[src/rtl/ifetch.sv]
// Instruction fetch front end: PC register, in-order fetch queue, valid/ready to decode.
// Optional performance counters are compiled in when IFETCH_PERF_EN is defined.
module ifetch #(
  parameter logic [31:0] RESET_PC = 32'h0000_0000,
  parameter int unsigned FQ_DEPTH = 4
) (
  input  logic                       clk,
  input  logic                       rst_n,
  output logic [31:0]                icache_addr,
  input  logic [31:0]                icache_data,
  input  logic                       redirect_valid,
  input  logic [31:0]                redirect_pc,
  output logic                       inst_valid,
  input  logic                       inst_ready,
  output logic [31:0]                inst,
  output logic [31:0]                inst_pc,
  output logic [$clog2(FQ_DEPTH):0]  fq_count,
  output logic [31:0]                perf_fetch_cnt,
  output logic [31:0]                perf_full_cnt
);

  localparam int unsigned PW = $clog2(FQ_DEPTH);
  localparam logic [PW:0] DEPTH_C = (PW+1)'(FQ_DEPTH);

  logic [31:0]   pc_q, pc_d;
  logic [PW-1:0] rd_q, rd_d, wr_q, wr_d;
  logic [PW:0]   cnt_q, cnt_d;
  logic [31:0]   fq_pc_q   [FQ_DEPTH];
  logic [31:0]   fq_inst_q [FQ_DEPTH];
  logic          full, pop, push;

  always_comb begin
    full  = (cnt_q == DEPTH_C);
    pop   = inst_valid & inst_ready;
    push  = !redirect_valid & (!full | pop);
    pc_d  = pc_q;
    rd_d  = rd_q;
    wr_d  = wr_q;
    cnt_d = cnt_q;
    if (redirect_valid) begin
      // A same-cycle pop is still a completed handshake; the queue is dropped regardless.
      pc_d  = {redirect_pc[31:2], 2'b00};
      rd_d  = '0;
      wr_d  = '0;
      cnt_d = '0;
    end else begin
      if (push) begin
        pc_d = pc_q + 32'd4;
        wr_d = wr_q + PW'(1);
      end
      if (pop) rd_d = rd_q + PW'(1);
      if (push && !pop)      cnt_d = cnt_q + (PW+1)'(1);
      else if (pop && !push) cnt_d = cnt_q - (PW+1)'(1);
    end
  end

  always_ff @(posedge clk or negedge rst_n) begin
    if (!rst_n) begin
      pc_q  <= RESET_PC;
      rd_q  <= '0;
      wr_q  <= '0;
      cnt_q <= '0;
    end else begin
      pc_q  <= pc_d;
      rd_q  <= rd_d;
      wr_q  <= wr_d;
      cnt_q <= cnt_d;
    end
  end

  // Queue storage carries no reset; outputs are masked while the queue is empty.
  always_ff @(posedge clk) begin
    if (push) begin
      fq_pc_q[wr_q]   <= pc_q;
      fq_inst_q[wr_q] <= icache_data;
    end
  end

  always_comb begin
    icache_addr = pc_q;
    inst_valid  = (cnt_q != '0);
    fq_count    = cnt_q;
    inst        = inst_valid ? fq_inst_q[rd_q] : '0;
    inst_pc     = inst_valid ? fq_pc_q[rd_q]   : '0;
  end

`ifdef IFETCH_PERF_EN
  logic [31:0] perf_fetch_q, perf_fetch_d;
  logic [31:0] perf_full_q, perf_full_d;

  always_comb begin
    perf_fetch_d = perf_fetch_q;
    perf_full_d  = perf_full_q;
    if (push) perf_fetch_d = perf_fetch_q + 32'd1;
    if (full && !pop && !redirect_valid) perf_full_d = perf_full_q + 32'd1;
  end

  always_ff @(posedge clk or negedge rst_n) begin
    if (!rst_n) begin
      perf_fetch_q <= '0;
      perf_full_q  <= '0;
    end else begin
      perf_fetch_q <= perf_fetch_d;
      perf_full_q  <= perf_full_d;
    end
  end

  always_comb begin
    perf_fetch_cnt = perf_fetch_q;
    perf_full_cnt  = perf_full_q;
  end
`else
  always_comb begin
    perf_fetch_cnt = '0;
    perf_full_cnt  = '0;
  end
`endif

endmodule

[config.mk]
export PLATFORM = sky130hd
export DESIGN_NAME = ifetch
export DESIGN_NICKNAME = d
export VERILOG_FILES = /design/src/rtl/ifetch.sv
export SDC_FILE = /design/constraint.sdc
export NUM_CORES = 1
export LEC_CHECK = 0
export BUFFER_PORTS_ARGS = -buffer_cell sky130_fd_sc_hd__buf_2
export CAP_MARGIN = 10
export CORE_MARGIN = 5
export CORE_UTILIZATION = 26
export CTS_CLUSTER_DIAMETER = 50
export DETAILED_ROUTE_END_ITERATION = 16
export PLACE_DENSITY = 0.42
export SLEW_MARGIN = 15
export SYNTH_ARGS = -nofsm -noshare
export SYNTH_HDL_FRONTEND = slang
export SYNTH_SLANG_ARGS = --single-unit
[constraint.sdc]
create_clock -name clk -period 3.7 [get_ports clk]
set_input_delay 0.555 -clock clk [delete_from_list [all_inputs] [get_ports clk]]
set_output_delay 0.555 -clock clk [all_outputs]
set_load 0.005 [all_outputs]
==> impl_metrics.yaml <==
run_status:
  status: "finished clean"
clocking:
  ctsResizeCount: 0
  postCtsSetupBuffers: 0
  clock_sinks: 285
  tritoncts: "done"
  cts_root_buf: "clkbuf_16"
  cts_buffer_depth: 3
  cts-buffers-inserted: 40
  clkLatencyLatePin_ns: 0.56
  holdBufCountCts: 1
  clk_pin_slew_ns: 0.06
  htree_levels: 2
layout:
  fin_area_um2: 14800
  fin_nets: 979
  utilization: 0.319
  final_layout_size_suffix_gt1_frac: 0.336
  syn_to_final_growth_pct: 21.9
  layout.cells.non_filler: 1543
drt:
  viasPerCell: 4.32
  dr.pass1.iters: 4
  wire_per_inst_um: 19.5
  totalWireLength_mm: 30.1
  final_antenna_net_count: 0
  vias: 6660
  drc: 0
  drtIter0Drc: 295
timing:
  slew_headroom: 0.389
  fin_setup_tns_ns: 0
  fin_crit_sh: 0.846
  finalSetupViolCount: 0
  worst_pin_slew_ns: 0.916
  period_needed_ns: 3.13
  finClkSkew_ns: 0.0262
  fmax_mhz: 319
  finalHoldViolCount: 0
  slew_violations: 0
  fin_ws_ns: 0.570
  rsz0062_at_grt: "no"
die:
  fp.dieW_um: 226
  start_util: 0.261
  core-area_um2: 46400
  rows: 79
  pin_count: 232
  die_y_um: 226
  die_area_um2: 51000
synthesis:
  synth_cells: 723
  synth_top_area_share: 0.614
  synth_cell_types: 47
  ys_warn_count: 0
  syn_area_per_cell_um2: 16.8
  synth_area_leader_cell: "edfxtp_1"
  ys_ff_latch: 285
  syn_area_um2: 12100
  synth-seq-area-share: 0.691
  yosys-top-cells-area: "edfxtp_1, mux4_2, dfrtp_1"
flow_run:
  max_cap_violations: 0
pwr:
  pwr_density_cell_nw_per_um2: 676
  power.leakage_nw: 5.22
  peakVddDrop_v: 0.000259
global_route:
  overflow: 0
  grt_util_all_layers: 0.117
  grt_start_max_net_pins: 49
  grt_busiest_layer: "met2"
  grt_pass1_wl_mm: 45.1
  grt_use_met2: 0.191
  use_met1: 0.154
  grt_pass1_vias: 7115
  grtUsageMet3: 0.0313
  antenna_found_initial: 1
worst_setup_path:
  worstPathCellList: "or3_2 -> buf_4 -> and2_1 -> buf_2"
  required_ns: 3.14
  crit_type: "register to output port"
  worstSetupEndpointType: "output port"
  path_buf_inv: 2
  critPathArrivalTime_ns: 2.57
  critPathMaxFanout: 46
  crit_slowest_cell: "or3_2"
  cp-start-kind: "register"
  cpLargestDelayFamily: "simple AND/OR/NAND/NOR gates"
  max_stage_delay_ns: 0.75
placement:
  place_area_um2: 13400
  post-place-ws_ns: 1.03
  io_buffer_count: 161
  place_inst: 1469
  gp_congestion: 0.698
  dp_hpwl_mm: 18.1
hold_path:
  min_path_type: "input port to register"
-- stage by stage --
| step | power (mW) | hold slack (ns) |
|---|---|---|
| after detailed placement | 6.44 | 0.565 |
| after floorplan | 5.43 | 0.259 |
| final | 9.99 | 0.216 |
| after global routing | 10.6 | 0.178 |
| after global placement | 6.43 | 0.557 |
| after CTS | 10.3 | 0.163 |
-- path summary, 6_finish.rpt --
kind,start,to,slack (ns),cells past startpoint
max,fq_count[0],inst[13],0.57,4
min,icache_data[10],fq_inst_q[2][10],0.22,1
max reg2reg,fq_count[0],fq_count[2],1.24,7
min reg2reg,wr_q[1],wr_q[1],0.58,2
max in group asynchronous,rst_n,icache_addr[22],2.51,3
min in group asynchronous,rst_n,icache_addr[5],0.53,2
-- area by class of cell --
type	count	area [µm²]
clock inverters	25	280
fillers	4557	31600
inverters	12	45.0
clock buffers	47	1040
well taps	607	759
flip-flops and latches	285	8380
multi-input cells	390	3310
repair buffers	176	958
diodes	1	2.50
-- power breakdown --
part / total (mW) / internal [mW] / switching, mW
logic: 2.10 / 1.03 / 1.07
registers: 4.16 / 3.89 / 0.273
clock network: 3.73 / 2.30 / 1.42
-- layer usage --
metal | up-vias | share of wire
met5 | - | 0
met4 | 0 | 0.026
met3 | 54 | 0.055
met2 | 171 | 0.48
met1 | 3392 | 0.44
li1 | 3043 | -
-- worst reg2reg max path, stage by stage, from the launching register on --
cell and delay (ns):
dfrtp_1 0.47, or4b_1 0.68, buf_4 0.24, and3_1 0.19, fa_1 0.38, nor3_1 0.17
a21oi_1 0.06, o21a_1 0.16
-- synth_stat cells, drive strengths merged --
library cell / number
nand3: 13
or4b: 1
nor3b: 1
and2: 64
xnor2: 5
mux2i: 1
nand2: 24
nor4bb: 1
and3: 7
nor4b: 1
inv: 12
edfxtp: 248
o211ai: 2
a311o: 3
o21ai: 18
mux4: 62
a31oi: 18
ha: 5
a21oi: 6
nand4: 14
nand3b: 1
fa: 1
nor4: 3
xor2: 5
a22o: 1
and4: 4
o31ai: 9
clkbuf: 24
or4: 9
nor2: 27
o21a: 1
nand4b: 1
dfrtp: 37
nor3: 3
or3: 10
conb: 1
buf: 79
or2: 1
-- state kept, by name (all words and copies together), names as in the netlist --
| signal | cells |
|---|---|
| wr_q | 2 |
| fq_pc_q | 120 |
| icache_addr | 30 |
| fq_inst_q | 128 |
| fq_count | 3 |
| rd_q | 2 |
-- placed cells by master, fill, tap and decap left out, types with 12 or more instances in the layout --
| cell | count |
|---|---|
| conb_1 | 68 |
| nor2_1 | 27 |
| edfxtp_1 | 248 |
| and2_1 | 64 |
| dfrtp_1 | 35 |
| a31oi_1 | 18 |
| nand4_1 | 12 |
| nand3_1 | 12 |
| mux4_2 | 62 |
| clkbuf_16 | 40 |
| o21ai_0 | 18 |
| buf_2 | 161 |
| nand2_1 | 24 |
| inv_1 | 12 |
-- kinds of logic after synthesis --
| family | synth area share |
|---|---|
| flip-flops | 0.691 |
| AND/OR/NAND/NOR | 0.0907 |
| buffers and inverters | 0.0583 |
| multiplexers | 0.116 |
| AO/OA/AOI/OAI | 0.0298 |
| XOR/XNOR | 0.00723 |
| adder cells (fa/ha/maj) | 0.00681 |
| other | 0.000309 |
(Power assumes the default switching activity.)
